**config.mk**
```make
export PLATFORM = sky130hd
export DESIGN_NAME = calc1_port_responder_flat
export DESIGN_NICKNAME = d
export VERILOG_FILES = /design/src/rtl/calc1_pkg.sv /design/src/rtl/calc1_port_responder_if.sv /design/src/rtl/calc1_alu.sv /design/src/rtl/calc1_port_responder.sv /design/src/flat_wrapper.sv
export SDC_FILE = /design/constraint.sdc
export NUM_CORES = 1
export LEC_CHECK = 0
export CAP_MARGIN = 15
export CORE_MARGIN = 4
export CORE_UTILIZATION = 68
export CTS_BUF_LIST = sky130_fd_sc_hd__clkbuf_8
export DETAILED_ROUTE_END_ITERATION = 10
export PLACE_DENSITY_LB_ADDON = 0.05
export REMOVE_ABC_BUFFERS = 1
export SYNTH_ARGS = -nofsm -noshare
export SYNTH_HDL_FRONTEND = slang
export SYNTH_HIERARCHICAL = 1
export SYNTH_SLANG_ARGS = --single-unit
```
**constraint.sdc**
```tcl
create_clock -name c_clk -period 5.8 [get_ports c_clk]
set_input_delay 1.16 -clock c_clk [delete_from_list [all_inputs] [get_ports c_clk]]
set_output_delay 1.16 -clock c_clk [all_outputs]
set_load 0.005 [all_outputs]
```
**src/rtl/calc1_pkg.sv**
```systemverilog
// calc1 port shared definitions: command/response encodings, FSM state type,
// and the width constants used by the responder, its ALU and the port interface.
package calc1_pkg;

    localparam int unsigned DATA_W_DEF = 32;
    localparam int unsigned CMD_W      = 4;
    localparam int unsigned RESP_W     = 2;
    localparam int unsigned SHAMT_W    = 5;
    localparam int unsigned CNT_W      = 4;

    localparam logic [CMD_W-1:0] CMD_NONE = 4'd0;
    localparam logic [CMD_W-1:0] CMD_ADD  = 4'd1;
    localparam logic [CMD_W-1:0] CMD_SUB  = 4'd2;
    localparam logic [CMD_W-1:0] CMD_SHL  = 4'd5;
    localparam logic [CMD_W-1:0] CMD_SHR  = 4'd6;

    localparam logic [RESP_W-1:0] RESP_NONE = 2'd0;
    localparam logic [RESP_W-1:0] RESP_OK   = 2'd1;
    localparam logic [RESP_W-1:0] RESP_ERR  = 2'd2;

    typedef enum logic [1:0] {
        ST_IDLE = 2'd0,
        ST_OP2  = 2'd1,
        ST_WAIT = 2'd2
    } state_e;

endpackage

```
**src/rtl/calc1_port_responder_if.sv**
```systemverilog
// calc1 request/response port bundle.
//   req_cmd_in  : command (initiator -> responder)
//   req_data_in : operand1 in command cycle, operand2 in the following cycle
//   out_resp    : response code, nonzero for exactly one cycle
//   out_data    : result, zero whenever out_resp is zero
//   busy        : request outstanding
//   proto_err   : command seen while busy (only with CALC1_PROTOCOL_CHECK_EN)
interface calc1_port_responder_if
    import calc1_pkg::*;
#(
    parameter int unsigned DATA_W = DATA_W_DEF
);
    logic [CMD_W-1:0]  req_cmd_in;
    logic [DATA_W-1:0] req_data_in;
    logic [RESP_W-1:0] out_resp;
    logic [DATA_W-1:0] out_data;
    logic              busy;
`ifdef CALC1_PROTOCOL_CHECK_EN
    logic              proto_err;

    modport master (
        output req_cmd_in, req_data_in,
        input  out_resp, out_data, busy, proto_err
    );
    modport slave (
        input  req_cmd_in, req_data_in,
        output out_resp, out_data, busy, proto_err
    );
`else
    modport master (
        output req_cmd_in, req_data_in,
        input  out_resp, out_data, busy
    );
    modport slave (
        input  req_cmd_in, req_data_in,
        output out_resp, out_data, busy
    );
`endif
endinterface

```
**src/rtl/calc1_alu.sv**
```systemverilog
// calc1 ALU: purely combinational command + operands -> response code + result.
//   cmd      : calc1 command encoding
//   op1, op2 : operands (op2[4:0] is the shift amount for shifts)
//   resp_c   : RESP_OK, or RESP_ERR for overflow/underflow/invalid command
//   result_c : result, zero whenever resp_c is not RESP_OK
module calc1_alu
    import calc1_pkg::*;
#(
    parameter int unsigned DATA_W = DATA_W_DEF
) (
    input  logic [CMD_W-1:0]  cmd,
    input  logic [DATA_W-1:0] op1,
    input  logic [DATA_W-1:0] op2,
    output logic [RESP_W-1:0] resp_c,
    output logic [DATA_W-1:0] result_c
);

    logic [DATA_W:0]    sum_c;
    logic [SHAMT_W-1:0] shamt_c;

    assign sum_c   = {1'b0, op1} + {1'b0, op2};
    assign shamt_c = op2[SHAMT_W-1:0];

    // Operation select; every error path returns zero data.
    always_comb begin
        resp_c   = RESP_NONE;
        result_c = '0;
        case (cmd)
            CMD_NONE: begin
                resp_c   = RESP_NONE;
            end
            CMD_ADD: begin
                if (sum_c[DATA_W]) begin
                    resp_c   = RESP_ERR;
                end else begin
                    resp_c   = RESP_OK;
                    result_c = sum_c[DATA_W-1:0];
                end
            end
            CMD_SUB: begin
                if (op2 > op1) begin
                    resp_c   = RESP_ERR;
                end else begin
                    resp_c   = RESP_OK;
                    result_c = op1 - op2;
                end
            end
            CMD_SHL: begin
                resp_c   = RESP_OK;
                result_c = op1 << shamt_c;
            end
            CMD_SHR: begin
                resp_c   = RESP_OK;
                result_c = op1 >> shamt_c;
            end
            default: begin
                resp_c   = RESP_ERR;
            end
        endcase
    end

endmodule

```
**src/rtl/calc1_port_responder.sv**
```systemverilog
// calc1 port responder: captures a two-cycle request (command + operand1, then
// operand2), executes it in calc1_alu and returns a one-cycle response
// RESP_LATENCY cycles after the operand2 cycle. One outstanding request.
//   c_clk   : clock, rising edge
//   reset_n : asynchronous active-low reset (deasserted synchronously inside)
//   port    : calc1_port_responder_if.slave (request in, response/busy out)
// Optional: `define CALC1_PROTOCOL_CHECK_EN adds port.proto_err, a one-cycle
// registered pulse for every command presented while a request is outstanding.
module calc1_port_responder
    import calc1_pkg::*;
#(
    parameter int unsigned DATA_W       = DATA_W_DEF,
    parameter int unsigned RESP_LATENCY = 1
) (
    input  logic                   c_clk,
    input  logic                   reset_n,
    calc1_port_responder_if.slave  port
);

    logic              rst_meta_n;
    logic              rst_sync_n;
    state_e            state;
    logic [CMD_W-1:0]  cmd_q;
    logic [DATA_W-1:0] op1_q;
    logic [DATA_W-1:0] result_q;
    logic [RESP_W-1:0] alu_resp_q;
    logic [CNT_W-1:0]  cnt_q;
    logic [RESP_W-1:0] resp_q;
    logic [DATA_W-1:0] data_q;
    logic              busy_q;
    logic [RESP_W-1:0] alu_resp_c;
    logic [DATA_W-1:0] alu_result_c;

    // Reset synchronizer: assertion passes straight through, release is clocked.
    always_ff @(posedge c_clk or negedge reset_n) begin
        if (!reset_n) begin
            rst_meta_n <= 1'b0;
            rst_sync_n <= 1'b0;
        end else begin
            rst_meta_n <= 1'b1;
            rst_sync_n <= rst_meta_n;
        end
    end

    // Operand2 comes straight off the bus during the OP2 cycle.
    calc1_alu #(
        .DATA_W (DATA_W)
    ) u_alu (
        .cmd      (cmd_q),
        .op1      (op1_q),
        .op2      (port.req_data_in),
        .resp_c   (alu_resp_c),
        .result_c (alu_result_c)
    );

`ifdef CALC1_PROTOCOL_CHECK_EN
    logic perr_q;

    // Any command while a request is outstanding is dropped and flagged.
    always_ff @(posedge c_clk or negedge rst_sync_n) begin
        if (!rst_sync_n) begin
            perr_q <= 1'b0;
        end else begin
            perr_q <= (state != ST_IDLE) && (port.req_cmd_in != CMD_NONE);
        end
    end

    assign port.proto_err = perr_q;
`endif

    // Request FSM with latency counter; response is a single registered cycle.
    always_ff @(posedge c_clk or negedge rst_sync_n) begin
        if (!rst_sync_n) begin
            state      <= ST_IDLE;
            cmd_q      <= CMD_NONE;
            op1_q      <= '0;
            result_q   <= '0;
            alu_resp_q <= RESP_NONE;
            cnt_q      <= '0;
            resp_q     <= RESP_NONE;
            data_q     <= '0;
            busy_q     <= 1'b0;
        end else begin
            resp_q <= RESP_NONE;
            data_q <= '0;
            case (state)
                ST_IDLE: begin
                    if (port.req_cmd_in != CMD_NONE) begin
                        cmd_q  <= port.req_cmd_in;
                        op1_q  <= port.req_data_in;
                        busy_q <= 1'b1;
                        state  <= ST_OP2;
                    end
                end
                ST_OP2: begin
                    result_q   <= alu_result_c;
                    alu_resp_q <= alu_resp_c;
                    cnt_q      <= CNT_W'(RESP_LATENCY - 1);
                    state      <= ST_WAIT;
                end
                ST_WAIT: begin
                    if (cnt_q == '0) begin
                        resp_q <= alu_resp_q;
                        data_q <= result_q;
                        busy_q <= 1'b0;
                        state  <= ST_IDLE;
                    end else begin
                        cnt_q <= cnt_q - CNT_W'(1);
                    end
                end
                default: begin
                    state  <= ST_IDLE;
                    busy_q <= 1'b0;
                end
            endcase
        end
    end

    assign port.out_resp = resp_q;
    assign port.out_data = data_q;
    assign port.busy     = busy_q;

endmodule

```
**src/flat_wrapper.sv**
```systemverilog
// flat-port wrapper written by rule: the top's interface ports become plain ports
module calc1_port_responder_flat import calc1_pkg::*;
#(
    parameter int unsigned DATA_W       = DATA_W_DEF,
    parameter int unsigned RESP_LATENCY = 1
)
  (c_clk, reset_n, port_req_cmd_in, port_req_data_in, port_out_resp, port_out_data, port_busy);
  calc1_port_responder_if #(.DATA_W(DATA_W)) port_i ();
  input  logic c_clk;
  input  logic reset_n;
  input wire logic [$bits(port_i.req_cmd_in)-1:0] port_req_cmd_in;
  input wire logic [$bits(port_i.req_data_in)-1:0] port_req_data_in;
  output wire logic [$bits(port_i.out_resp)-1:0] port_out_resp;
  output wire logic [$bits(port_i.out_data)-1:0] port_out_data;
  output wire logic [$bits(port_i.busy)-1:0] port_busy;
  assign port_i.req_cmd_in = port_req_cmd_in;
  assign port_i.req_data_in = port_req_data_in;
  assign port_out_resp = port_i.out_resp;
  assign port_out_data = port_i.out_data;
  assign port_busy = port_i.busy;
  calc1_port_responder #(.DATA_W(DATA_W), .RESP_LATENCY(RESP_LATENCY)) u_core (.c_clk(c_clk), .reset_n(reset_n), .port(port_i));
endmodule
```
==> flow_summary_export.csv, run 1 <==
group,metric,value,unit
outcome,status,"complete, no violations",
global_routing,grt_max_degree,71,
critical_path,rr_startpoint,"u_core/op1_q[1]$_DFFE_PN0P_",
critical_path,start_kind,"input port",
critical_path,critPathLaunch,"port_req_data_in[4]",
cts,cts_tree,"yes",
die,start_util,70.5,%
critical_path,required,6.15,ns
cts,post_cts_buffers,0,
route,routed_wl,39.3,mm
critical_path,worstReg2RegEnd,"u_core/result_q[30]$_DFFE_PN0P_",
critical_path,critPathKind,"input port to flip-flop",
synthesis,yosysWarnings,6,
timing,finalSetupTns,0,ns
cts,clkTransAtPathRegs,0.08,ns
route,vias,11700,
timing,setup_ws,0.857,ns
timing,fmax,0.202,GHz
synthesis,synth_cells,1330,
hold_path,worstHoldStart,"u_core/rst_meta_n$_DFF_PN0_",
critical_path,cp-endpoint,"u_core/result_q[25]$_DFFE_PN0P_",
finish,diodes,0,
die,coreArea,0.0161,mm2
synthesis,ys_types,93,
global_routing,met1_usage,60.1,%
global_routing,gr-total-overflow,0,
die,io_pins,73,
timing,slew_headroom,47.5,%
synthesis,synth-edff-count,0,
critical_path,path_max_fanout,9,
timing,tightestPinTransition,0.779,ns
critical_path,end_kind,"flip-flop",
synthesis,synth_ff_type,"dfrtp_1",
route,vias_per_cell,7.38,
cts,cts_buffers,17,
global_routing,grt_pass1_vias,10600,
finish,nets,1459,
die,num_rows,46,
place,pre_cts_slack,0.582,ns
run,maxCapViolCount,0,
global_routing,met3_usage,12.5,%
die,dieArea,0.0188,mm2
timing,min_period,4.94,ns
route,drtIter0Drc,2125,
place,io_buffers,72,
synthesis,synth_seq_cells,113,
global_routing,antenna_found_initial,1,
route,dr.pass1.iters,9,
timing,setup_viol,0,
power_and_ir_drop,peakVddDrop,0.365,mV
power_and_ir_drop,p_leak,0.00542,uW
timing,finalClockSkew,0.0240,ns
timing,hold_slack,0.366,ns
synthesis,async_flop_share,100,%
cts,clockBufferDepth,2,
cts,postCtsHoldBufs,0,
die,die_h,137,um
timing,drv_slew,0,
cts,root_buffer,"clkbuf_8",
finish,drive_gt1_share,14.8,%
global_routing,met2_usage,61.2,%
global_routing,grt_pass1_wl,60.7,mm
route,ant_nets,0,
die,die_x,137,um
timing,period_share,85.2,%
global_routing,grtUsageTotal,42.0,%
timing,finalHoldViolations,0,
global_routing,busiest_layer,"met2",
route,drc,0,
power_and_ir_drop,p_total,6890,uW
cts,cts_sinks,113,
cts,cts_resized,0,
place,place_hpwl,28.9,mm
power_and_ir_drop,power.density,553,mW/mm2
hold_path,hp-class,"flip-flop to flip-flop",
cts,cts_max_level,4,
place,gp_congestion,1.06,
synthesis,syn_avg_cell_area,8.54,um2
timing,rsz0062_at_grt,"no",
cts,clock_latency,0.47,ns
synthesis,yosysSeqAreaShare,24.9,%
critical_path,regToRegSetupSlack,1.61,ns
route,wl_per_cell,24.8,um
critical_path,rr_worst_depth,12,
critical_path,critPathArrivalTime,5.29,ns
synthesis,syn-cell-area,0.0114,mm2
finish,synthToLayoutAreaGrowth,9.63,%
## layer usage
| layer | vias to the layer above | part of all wire [%] | wire (um) |
|---|---|---|---|
| met1 | 5441 | 39 | 15300 |
| met5 | - | 0.033 | 13 |
| met4 | 2 | 4.4 | 1710 |
| li1 | 5018 | - | - |
| met3 | 195 | 15 | 5940 |
| met2 | 1008 | 42 | 16300 |
## per-stage QoR
| stage | instance area [um2] | util (%) | std cells |
|---|---|---|---|
| after floorplan | 10900 | - | 1237 |
| after global placement | 12000 | 74.7 | 1548 |
| after detailed placement | 12000 | 74.7 | 1548 |
| after CTS | 12400 | 77.2 | 1580 |
| after global routing | 12400 | 77.2 | 1581 |
| final | 12400 | 77.2 | 1581 |
## sequential cells by signal (all words and copies together), names as in the netlist
name	cells
u_core/rst_meta_n	1
u_core/port.busy	1
u_core/state	2
u_core/rst_sync_n	1
u_core/op1_q	32
u_core/cmd_q	4
u_core/port.out_resp	2
u_core/result_q	32
u_core/alu_resp_q	2
u_core/port.out_data	32
u_core/cnt_q	4
## how the worst min path moves through the flow
stage | endpoint | slack (ns) | cells past startpoint
finish | u_core/rst_sync_n$_DFF_PN0_ | 0.37 | 0
global route | u_core/rst_sync_n$_DFF_PN0_ | 0.37 | 0
CTS | u_core/rst_sync_n$_DFF_PN0_ | 0.37 | 0
detailed placement | u_core/rst_sync_n$_DFF_PN0_ | 0.34 | 0
global placement | u_core/rst_sync_n$_DFF_PN0_ | 0.34 | 0
floorplan | u_core/rst_sync_n$_DFF_PN0_ | 0.33 | 0
## placed cells by master (no fill, tap or decap), types with 21 or more instances in the layout
cell type,netlist,routed
o211ai_1,21,21
o21ai_0,88,88
ha_1,67,67
and2_1,37,37
clkdlybuf4s50_1,0,68
a221oi_1,28,28
o22ai_1,23,23
a21oi_1,106,106
dfrtp_1,113,112
nor2_1,119,119
nand2b_1,27,27
mux2_2,65,65
buf_4,5,22
nand2_1,75,75
mux2i_1,51,51
inv_1,75,75
## report_power, final
group	switching, uW	internal [uW]	total (uW)
Clock	391	398	790
Sequential	431	1080	1510
Combinational	2750	1840	4590
Total	3570	3320	6890
## area by class of cell
class                           count  area, um2
Multi-Input combinational cell   1044       7740
Timing Repair Buffer               96        897
Sequential cell                   113       2830
Clock inverter                     14        155
Tap cell                          216        270
Clock buffer                       18        248
Fill cell                        1183       3670
Inverter                           80        300
## cell usage after synthesis, drive strengths merged, types with 3 or more instances
cell type / number / area, um2
nor2: 120 / 453
dfrtp: 113 / 2830
a21oi: 110 / 566
o21ai: 108 / 552
mux2: 85 / 1030
inv: 78 / 293
nand2: 75 / 282
ha: 67 / 838
buf: 61 / 373
mux2i: 51 / 510
and2: 38 / 240
clkbuf: 32 / 120
a221oi: 29 / 260
nand2b: 28 / 183
o22ai: 23 / 144
o211ai: 22 / 170
nor3: 20 / 100
o21bai: 20 / 154
a21o: 19 / 143
o221a: 18 / 203
a221o: 17 / 171
o221ai: 17 / 149
nand3: 16 / 80.1
nor2b: 13 / 88.8
a211oi: 12 / 90.1
mux4: 10 / 225
o31ai: 10 / 88.8
a31oi: 9 / 56.3
nor4: 9 / 77.6
a22oi: 8 / 60.1
nand4: 8 / 50.1
o31a: 8 / 71.3
a211o: 7 / 61.3
or2: 5 / 31.3
or3: 5 / 31.3
and3: 4 / 25.0
o211a: 4 / 40.0
o21a: 4 / 30.0
a2111oi: 3 / 45.1
a21boi: 3 / 22.5
a31o: 3 / 26.3
## cells by family (layout without fill, tap and decap cells)
logic type	count (synthesis)	count (layout)	share of synthesized area (%)
simple gates	352	352	15.4
compound gates	476	476	29.3
other cells	1	1	0.0330
fa+ha+maj	69	69	7.74
mux	146	146	15.6
flops	113	113	24.9
buf+inv	173	208	6.99
## critical path: stages
cell,delay [ns]
clkdlybuf4s50_1,0.63
inv_1,0.17
ha_1,0.54
o2111ai_1,0.27
a21oi_1,0.45
nor3_1,0.19
o21ai_0,0.56
nand2_1,0.18
o31ai_1,0.38
o221ai_1,0.20
a211o_1,0.29
mux2_2,0.26
Note: power is estimated with default switching activity, not from simulation.
==> run 2: changes to the inputs <==
--- a/config.mk
+++ b/config.mk
@@ -12,6 +12,7 @@
 export DETAILED_ROUTE_END_ITERATION = 10
 export PLACE_DENSITY_LB_ADDON = 0.05
 export REMOVE_ABC_BUFFERS = 1
+export SLEW_MARGIN = 5
 export SYNTH_ARGS = -nofsm -noshare
 export SYNTH_HDL_FRONTEND = slang
 export SYNTH_HIERARCHICAL = 1
==> flow_summary_export.csv, run 2 (synthesis gave the netlist of run 1 again) <==
group,metric,value,unit
outcome,status,"complete, no violations",
timing,setup_viol,0,
die,die_x,137,um
timing,rsz0062_at_grt,"no",
global_routing,grt_pass1_vias,10600,
power_and_ir_drop,p_seq_share,22.0,%
power_and_ir_drop,clockPowerShare,11.5,%
run,maxCapViolCount,0,
timing,finalSetupTns,0,ns
hold_path,whs_endpoint,"u_core/rst_sync_n$_DFF_PN0_",
global_routing,gr-total-overflow,0,
timing,finalHoldViolations,0,
timing,period_share,84.4,%
finish,final_common_cell,"nor2_1",
timing,slew_headroom,45.1,%
cts,root_buffer,"clkbuf_8",
critical_path,end_kind,"flip-flop",
cts,cts_max_level,4,
route,drc,0,
route,drtIter0Drc,1987,
timing,hold_slack,0.367,ns
route,dr.pass1.iters,7,
route,routed_wl,39.2,mm
critical_path,required,6.15,ns
die,num_rows,46,
power_and_ir_drop,swShare,51.8,%
power_and_ir_drop,power_frac_comb,66.5,%
power_and_ir_drop,power.density,553,mW/mm2
timing,drv_slew,0,
cts,cts_resized,0,
route,vias_per_cell,7.34,
critical_path,regToRegSetupSlack,1.55,ns
place,place_hpwl,28.9,mm
hold_path,hold_depth,0,
cts,clkTransAtPathRegs,0.08,ns
timing,min_period,4.90,ns
place,gp_congestion,1.06,
hold_path,hp-class,"flip-flop to flip-flop",
power_and_ir_drop,p_leak,0.00542,uW
cts,cts_tree,"yes",
cts,cts_sinks,113,
finish,nets,1459,
die,coreArea,0.0161,mm2
cts,postCtsHoldBufs,0,
critical_path,critPathKind,"input port to flip-flop",
route,ant_nets,0,
power_and_ir_drop,peakVddDrop,0.389,mV
finish,diodes,0,
global_routing,antenna_found_initial,1,
route,vias,11600,
cts,cts_buffers,17,
critical_path,rr_worst_depth,12,
timing,tightestPinTransition,0.823,ns
global_routing,grt_max_degree,71,
critical_path,path_max_fanout,9,
die,dieArea,0.0188,mm2
finish,layout_common_cells,"119 x nor2_1, 112 x dfrtp_1, 106 x a21oi_1, 88 x o21ai_0",
die,start_util,70.5,%
hold_path,worstHoldStart,"u_core/rst_meta_n$_DFF_PN0_",
route,wl_per_cell,24.8,um
cts,post_cts_buffers,0,
critical_path,critPathArrivalTime,5.24,ns
power_and_ir_drop,p_switching,3570,uW
finish,drive_gt1_share,14.8,%
finish,synthToLayoutAreaGrowth,9.63,%
die,die_h,137,um
critical_path,worstReg2RegEnd,"u_core/result_q[30]$_DFFE_PN0P_",
global_routing,grtUsageTotal,42.0,%
timing,finalClockSkew,0.0257,ns
critical_path,start_kind,"input port",
cts,clock_latency,0.48,ns
global_routing,grt_pass1_wl,60.7,mm
die,io_pins,73,
power_and_ir_drop,p_int,3320,uW
timing,fmax,0.204,GHz
cts,clockBufferDepth,2,
place,io_buffers,72,
critical_path,rr_startpoint,"u_core/op1_q[1]$_DFFE_PN0P_",
==> run 2: how the worst max path moves through the flow <==
stage                         from                               to  cells after the start
2_1_floorplan  port_req_data_in[2]  u_core/result_q[26]$_DFFE_PN0P_                     12
3_3_place_gp   port_req_data_in[4]  u_core/result_q[11]$_DFFE_PN0P_                     13
3_5_place_dp   port_req_data_in[4]   u_core/result_q[4]$_DFFE_PN0P_                     14
4_1_cts        port_req_data_in[4]   u_core/result_q[4]$_DFFE_PN0P_                     14
5_1_grt        port_req_data_in[4]   u_core/result_q[4]$_DFFE_PN0P_                     14
6_report       port_req_data_in[4]  u_core/result_q[19]$_DFFE_PN0P_                     12
==> run 2: layout make-up <==
cell class / count / area (um2)
clock inverters: 14 / 155
flip-flops and latches: 113 / 2830
clock buffers: 18 / 248
multi-input cells: 1044 / 7740
fillers: 1180 / 3670
inverters: 80 / 300
well taps: 216 / 270
repair buffers: 96 / 897
==> run 2: stage by stage <==
step	utilization [%]	area [um2]	power, uW	cells	setup slack [ns]
global route	77.2	12400	7200	1581	0.690
floorplan	-	10900	4450	1237	0.611
CTS	77.2	12400	6620	1580	1.04
detailed placement	74.7	12000	5800	1548	0.582
finish	77.2	12400	6890	1581	0.903
global placement	74.7	12000	5690	1548	0.658
==> run 2: power by group through the flow <==
stage	Combinational (uW)	Sequential, uW	Clock, uW
2_1_floorplan	3110	1340	0
3_3_place_gp	4210	1480	0
3_5_place_dp	4290	1510	0
4_1_cts	4330	1490	796
5_1_grt	4820	1550	834
6_report	4580	1510	791
==> run 2: critical path: stages <==
cell             delay, ns
clkdlybuf4s50_1       0.63
inv_1                 0.17
ha_1                  0.53
a2111oi_4             0.10
nor4_2                0.61
o21ai_1               0.27
a41oi_1               0.53
o31a_1                0.18
o21ai_0               0.14
a221o_1               0.39
a211o_1               0.26
mux2_2                0.27
==> run 2: routing by layer <==
metal	up-vias	routed length, um	track usage (%)
met1	5452	15500	60.1
met5	-	13	0
met4	2	1410	13.1
met2	981	16300	61.2
met3	158	5890	12.5
li1	5013	-	-
